--- src/rtl/ysyx_22041071_imem_rsp_pkg.sv ---
// Shared definitions for the instruction-memory response block.
// Holds the address and instruction widths, the wait-counter width, the
// default memory window, the FSM state encoding and the address legality rule.
package ysyx_22041071_imem_rsp_pkg;

  localparam int ADDR_W = 64;
  localparam int INS_W  = 32;
  // LATENCY is limited to 1..15, so LATENCY-1 always fits in four bits.
  localparam int CNT_W  = 4;

  localparam logic [ADDR_W-1:0] START_ADDR_DEF = 64'h8000_0000;
  localparam logic [ADDR_W-1:0] MEM_BYTES_DEF  = 64'h0800_0000;

  typedef enum logic [1:0] {
    S_IDLE = 2'd0,
    S_WAIT = 2'd1,
    S_DATA = 2'd2,
    S_RESP = 2'd3
  } imem_state_e;

  // The window check uses the offset from the base, so base+size never has
  // to be formed and cannot wrap at the top of the 64-bit space.
  function automatic logic addr_legal(input logic [ADDR_W-1:0] addr,
                                      input logic [ADDR_W-1:0] base,
                                      input logic [ADDR_W-1:0] bytes);
    logic [ADDR_W-1:0] off;
    off = addr - base;
    return (addr[1:0] == 2'b00) && (addr >= base) && (off < bytes);
  endfunction

endpackage

--- src/rtl/ysyx_22041071_imem_rsp_lat_cnt.sv ---
// Down-counter that times the wait before the memory read.
// Ports:
//   clk, reset   - clock and asynchronous active-low reset (clears count)
//   load         - load load_val (has priority over dec)
//   load_val     - value to load
//   dec          - decrement by one; the count stops at zero
//   zero         - count is zero
module ysyx_22041071_lat_cnt
  import ysyx_22041071_imem_rsp_pkg::*;
#(
  parameter int W = CNT_W
) (
  input  logic         clk,
  input  logic         reset,
  input  logic         load,
  input  logic [W-1:0] load_val,
  input  logic         dec,
  output logic         zero
);

  logic [W-1:0] cnt_q;

  always_ff @(posedge clk or negedge reset) begin
    if (!reset) begin
      cnt_q <= '0;
    end else if (load) begin
      cnt_q <= load_val;
    end else if (dec && (cnt_q != '0)) begin
      cnt_q <= cnt_q - 1'b1;
    end
  end

  assign zero = (cnt_q == '0);

endmodule

--- src/rtl/ysyx_22041071_imem_rsp.sv ---
// Instruction fetch responder: accepts one fetch at a time, waits LATENCY
// cycles, reads a 64-bit word from a synchronous memory and returns the
// selected 32-bit instruction. Misaligned or out-of-window fetches answer
// immediately with resp_err set and never touch the memory.
// Ports:
//   clk, reset                       - clock, asynchronous active-low reset
//   req_valid, req_ready, req_addr   - fetch request handshake and PC
//   flush                            - drop any pending work, go idle
//   resp_valid, resp_ready           - response handshake
//   resp_pc, resp_ins, resp_err      - response payload
//   mem_en, mem_ridx, mem_rdata      - synchronous-read memory port
//                                      (data valid the cycle after mem_en)
module ysyx_22041071_imem_rsp
  import ysyx_22041071_imem_rsp_pkg::*;
#(
  parameter int                LATENCY    = 1,
  parameter logic [ADDR_W-1:0] START_ADDR = START_ADDR_DEF,
  parameter logic [ADDR_W-1:0] MEM_BYTES  = MEM_BYTES_DEF
) (
  input  logic              clk,
  input  logic              reset,
  input  logic              req_valid,
  output logic              req_ready,
  input  logic [ADDR_W-1:0] req_addr,
  input  logic              flush,
  output logic              resp_valid,
  input  logic              resp_ready,
  output logic [ADDR_W-1:0] resp_pc,
  output logic [INS_W-1:0]  resp_ins,
  output logic              resp_err,
  output logic              mem_en,
  output logic [ADDR_W-1:0] mem_ridx,
  input  logic [63:0]       mem_rdata
);

  imem_state_e       state_q, state_d;
  logic [ADDR_W-1:0] addr_q;
  logic [ADDR_W-1:0] addr_off;
  logic              req_legal;
  logic              accept;
  logic              cnt_zero;

  assign req_legal = addr_legal(req_addr, START_ADDR, MEM_BYTES);

  // Gated by reset so the block advertises nothing while held in reset.
  assign req_ready = reset && !flush &&
                     ((state_q == S_IDLE) || ((state_q == S_RESP) && resp_ready));
  assign accept    = req_valid && req_ready;

  assign resp_valid = (state_q == S_RESP);

  // The read is issued in the last wait cycle; flush suppresses it.
  assign mem_en   = (state_q == S_WAIT) && cnt_zero && !flush;
  assign addr_off = addr_q - START_ADDR;
  assign mem_ridx = mem_en ? (addr_off >> 3) : '0;

  ysyx_22041071_lat_cnt #(
    .W (CNT_W)
  ) u_lat_cnt (
    .clk      (clk),
    .reset    (reset),
    .load     (accept && req_legal),
    .load_val (CNT_W'(LATENCY - 1)),
    .dec      (state_q == S_WAIT),
    .zero     (cnt_zero)
  );

  always_ff @(posedge clk or negedge reset) begin
    if (!reset) begin
      state_q <= S_IDLE;
    end else begin
      state_q <= state_d;
    end
  end

  always_comb begin
    state_d = state_q;
    case (state_q)
      S_IDLE: begin
        if (accept) begin
          state_d = req_legal ? S_WAIT : S_RESP;
        end
      end
      S_WAIT: begin
        if (cnt_zero) begin
          state_d = S_DATA;
        end
      end
      S_DATA: begin
        state_d = S_RESP;
      end
      S_RESP: begin
        // A handshake may coincide with a new accept: go straight on.
        if (resp_ready) begin
          if (accept) begin
            state_d = req_legal ? S_WAIT : S_RESP;
          end else begin
            state_d = S_IDLE;
          end
        end
      end
      default: begin
        state_d = S_IDLE;
      end
    endcase
    if (flush) begin
      state_d = S_IDLE;
    end
  end

  // Payload only changes on accept (error responses) or on the data cycle,
  // so it stays stable for the whole RESP state until the handshake.
  always_ff @(posedge clk or negedge reset) begin
    if (!reset) begin
      addr_q   <= '0;
      resp_pc  <= '0;
      resp_ins <= '0;
      resp_err <= 1'b0;
    end else if (accept) begin
      addr_q <= req_addr;
      if (!req_legal) begin
        resp_pc  <= req_addr;
        resp_ins <= '0;
        resp_err <= 1'b1;
      end
    end else if ((state_q == S_DATA) && !flush) begin
      resp_pc  <= addr_q;
      resp_ins <= addr_q[2] ? mem_rdata[63:32] : mem_rdata[31:0];
      resp_err <= 1'b0;
    end
  end

endmodule
--- config.mk ---
export PLATFORM = sky130hd
export DESIGN_NAME = ysyx_22041071_imem_rsp
export DESIGN_NICKNAME = d
export VERILOG_FILES = /design/src/rtl/ysyx_22041071_imem_rsp_pkg.sv /design/src/rtl/ysyx_22041071_imem_rsp_lat_cnt.sv /design/src/rtl/ysyx_22041071_imem_rsp.sv
export SDC_FILE = /design/constraint.sdc
export NUM_CORES = 1
export LEC_CHECK = 0
export CAP_MARGIN = 0
export CORE_UTILIZATION = 42
export CTS_CLUSTER_SIZE = 28
export DETAILED_ROUTE_END_ITERATION = 7
export GPL_TIMING_DRIVEN = 1
export PLACE_DENSITY = 0.79
export SLEW_MARGIN = 20
export SYNTH_ARGS = -nofsm -noshare
export SYNTH_HDL_FRONTEND = slang
export SYNTH_SLANG_ARGS = --single-unit
--- constraint.sdc ---
create_clock -name clk -period 3 [get_ports clk]
set_clock_uncertainty 0.1 [all_clocks]
set_input_delay 0.75 -clock clk [delete_from_list [all_inputs] [get_ports clk]]
set_output_delay 0.75 -clock clk [all_outputs]
set_load 0.02 [all_outputs]
==> reports/qor.csv <==
metric;value;unit
DRC Markers;0;
final worst path period need;3.771;ns
number of flops mapped to enable cells by yosys;0;
internal power of the cells;7.445;mW
Ys Warns;0;
# placed instances;1552;
Synth-to-Final Area Change;75.57;%
net switching share of the total power;39.28;%
Worst IR Drop VDD;0.4273;mV
final instance area;15900;sq um
async set-reset flop share out of synthesis;100.0;%
Static Leakage;6.486;nW
effective utilization at floorplan;42.95;%
setup repair after global routing missed its margin;yes;
Max Clock Freq;265.2;MHz
final net count;1490;
DRT iter0 DRCs;855;
final cell count without fillers;1643;
sum of net half-perimeters after detailed placement;20.95;mm
Final Cycle Share;125.7;%
type of element launching the critical path;register;
clock transition time at the flip-flop clock pins of the worst setup and hold paths;0.09;ns
flop-to-flop setup slack;0.71;ns
register bit count reported by yosys;167;
Slew Viols, Final;0;
Netlist cell types;52;
cell area after technology mapping;9056;sq um
category of the most critical setup path;reg2out;
post-layout utilization of the core;75.40;%
placeable core region;21090;sq um
most frequently used flop master after synthesis;sky130_fd_sc_hd__dfrtp_1;
per-instance average area after synthesis;9.717;sq um
GR Util All Layers;30.59;%
violated checks;setup timing;
clock group share of total power;18.3;%
antenna violations before repair;1;
vias in the first global route;9647;
gpl congestion;0.8968;
Psw;4.816;mW
wire length per cell;24.25;um
clock latency on the worst-skew pair;0.45;ns
maximum buffer depth of the clock tree;2;
power density cells;771.1;nW/um^2
WP data arrival;2.92;ns
Hold Path Class;in2async;
result of the run;complete, but fails checks;
Std-Cell Rows;53;
total of endpoints with negative setup slack in the final report;124;
worst slack, placed;-0.8718;ns
data required time of the worst path;2.15;ns
number of buffer cells added on primary ports;293;
Pre-antenna DRT Iters;5;
peak fanout along the critical path;3;
Num Clock Sinks;167;
final worst setup slack;-0.7706;ns
routed via count;10181;
post-synthesis sequential area ratio;46.15;%
transition time at the pin with the least slew margin;0.9667;ns
total grt overflow;0;
maxcap violations;0;
Top Ports;297;
final count of hold timing violations;0;
clock tree from TritonCTS;built;
layout cells sized above 1;42.79;%
Total Die Area;22150;sq um
total CTS buffers;17;
Total Wirelength;39.84;mm
Rel. slew slack;35.55;%
CTS root buffer;sky130_fd_sc_hd__clkbuf_16;
post-synthesis cell count;932;
number of nets with antenna violations after detailed routing;0;
category of the worst setup path capture point;output pin;
routed vias/inst;6.197;
wire length of the first global-routing pass;52.27;mm
total power after layout;12.26;mW
area of placed instances;13330;sq um
height of the die;148.8;um
H-tree depth;4;
fraction of power consumed by sequential logic;33.0;%
pin count of the biggest net entering global routing;168;
Logic pwr share;48.7;%
Die Span X;148.8;um
==> flip-flops by register name (all words and copies together) (netlist names) <==
name / count
state_q: 2
addr_q: 64
resp_err: 1
resp_pc: 64
u_lat_cnt.cnt_q: 4
resp_ins: 32
==> synth_stat cells, drive strengths merged (13+ instances only) <==
cell type | n | area, sq um
buf | 28 | 156.4
a21oi | 13 | 65.06
nand2 | 20 | 75.07
nor2 | 209 | 784.5
clkbuf | 56 | 210.2
nor4 | 15 | 121.4
and2 | 31 | 193.9
dfrtp | 167 | 4179
mux2 | 61 | 686.9
mux2i | 32 | 320.3
a311oi | 64 | 560.5
xnor2 | 21 | 183.9
a211oi | 97 | 728.2
==> critical path, cell delays in order (launching register included) <==
cell and delay [ns]:
sky130_fd_sc_hd__dfrtp_1 0.39, sky130_fd_sc_hd__or4_4 0.56, sky130_fd_sc_hd__buf_4 0.16, sky130_fd_sc_hd__buf_6 0.10
sky130_fd_sc_hd__buf_6 0.10, sky130_fd_sc_hd__buf_6 0.10, sky130_fd_sc_hd__buf_6 0.10, sky130_fd_sc_hd__buf_6 0.11
sky130_fd_sc_hd__buf_4 0.15, sky130_fd_sc_hd__or3_4 0.39, sky130_fd_sc_hd__a21oi_2 0.16, sky130_fd_sc_hd__buf_4 0.16
==> logic make-up after synthesis <==
| kind of cell | share of synthesized area [%] |
|---|---|
| adders and majority gates | 0.4145 |
| AOI/OAI and AO/OA | 16.92 |
| DFF | 46.15 |
| and+or+nand+nor | 18.04 |
| buffers and inverters | 4.504 |
| xor gates and xnor gates | 2.805 |
| muxes | 11.12 |
| other | 0.04141 |
==> metrics by stage <==
step	hold slack, ns	TNS (ns)
after floorplan	0.3544	-5.021
after global placement	0.3629	-109.64
after detailed placement	0.3681	-111.71
after CTS	0.3831	-11.85
after global routing	0.4336	-46.52
final	0.3655	-37.50
==> final timing paths <==
check / from / to / cells after the start
max: addr_q[39] / mem_ridx[40] / 11
min: reset / addr_q[48] / 2
max reg2reg: state_q[0] / resp_ins[10] / 8
min reg2reg: addr_q[0] / addr_q[0] / 1
max in group asynchronous: reset / addr_q[2] / 2
min in group clk: addr_q[0] / addr_q[0] / 1
==> final cells by class <==
type | count | area, sq um
diodes | 1 | 2.502
flip-flops and latches | 167 | 4180
clock inverters | 13 | 140.1
inverters | 11 | 45.04
multi-input cells | 672 | 5756
clock buffers | 19 | 442.9
well taps | 275 | 344.1
repair buffers | 485 | 4990
fillers | 1310 | 5187
==> routing by layer <==
metal	GRT usage [%]	vias up	routed length, um
li1	-	4267	-
met1	36.71	4936	14240
met2	51.78	775	19710
met3	6.881	203	3528
met4	14.95	0	2365
met5	0	-	0
==> power by group through the flow <==
stage / Clock [mW] / Combinational [mW] / Sequential [mW]
after global routing: 2.36 / 6.25 / 4.15
after global placement: 0 / 4.98 / 3.94
after detailed placement: 0 / 5.06 / 3.98
after floorplan: 0 / 1.75 / 4.73
after CTS: 2.23 / 5.28 / 3.97
final: 2.25 / 5.97 / 4.04
==> what timing repair did <==
item / CTS / global route
gates cloned: 6 / 14
pin swaps: 57 / 73
resized for setup: 479 / 235
buffers inserted: 33 / 14
hold buffers: 0 / 0
setup endpoints to repair: 164 / 164
==> layout by cell type (no fill, tap or decap), types with 5 or more instances in the layout <==
| cell | count |
|---|---|
| sky130_fd_sc_hd__dfrtp_1 | 166 |
| sky130_fd_sc_hd__nand2_1 | 15 |
| sky130_fd_sc_hd__xnor2_2 | 5 |
| sky130_fd_sc_hd__a311oi_4 | 7 |
| sky130_fd_sc_hd__a211oi_1 | 27 |
| sky130_fd_sc_hd__xnor2_1 | 16 |
| sky130_fd_sc_hd__inv_1 | 8 |
| sky130_fd_sc_hd__or3_4 | 9 |
| sky130_fd_sc_hd__buf_4 | 146 |
| sky130_fd_sc_hd__buf_12 | 28 |
| sky130_fd_sc_hd__clkbuf_16 | 29 |
| sky130_fd_sc_hd__clkdlybuf4s50_1 | 196 |
| sky130_fd_sc_hd__nor2_4 | 8 |
| sky130_fd_sc_hd__a211oi_2 | 70 |
| sky130_fd_sc_hd__nor4_4 | 10 |
| sky130_fd_sc_hd__dlygate4sd2_1 | 10 |
| sky130_fd_sc_hd__buf_6 | 58 |
| sky130_fd_sc_hd__mux2i_1 | 32 |
| sky130_fd_sc_hd__and2_4 | 17 |
| sky130_fd_sc_hd__buf_2 | 16 |
| sky130_fd_sc_hd__a21oi_2 | 5 |
| sky130_fd_sc_hd__nor3_4 | 7 |
| sky130_fd_sc_hd__a21oi_1 | 5 |
| sky130_fd_sc_hd__a311oi_2 | 13 |
| sky130_fd_sc_hd__nor2_2 | 15 |
| sky130_fd_sc_hd__or4_4 | 8 |
| sky130_fd_sc_hd__o21ai_0 | 8 |
| sky130_fd_sc_hd__a311oi_1 | 44 |
| sky130_fd_sc_hd__nor2_1 | 186 |
| sky130_fd_sc_hd__mux2_2 | 61 |
| sky130_fd_sc_hd__and2_1 | 14 |
| sky130_fd_sc_hd__clkbuf_2 | 6 |
| sky130_fd_sc_hd__xor2_1 | 7 |
Note: power is estimated with default switching activity, not from simulation.
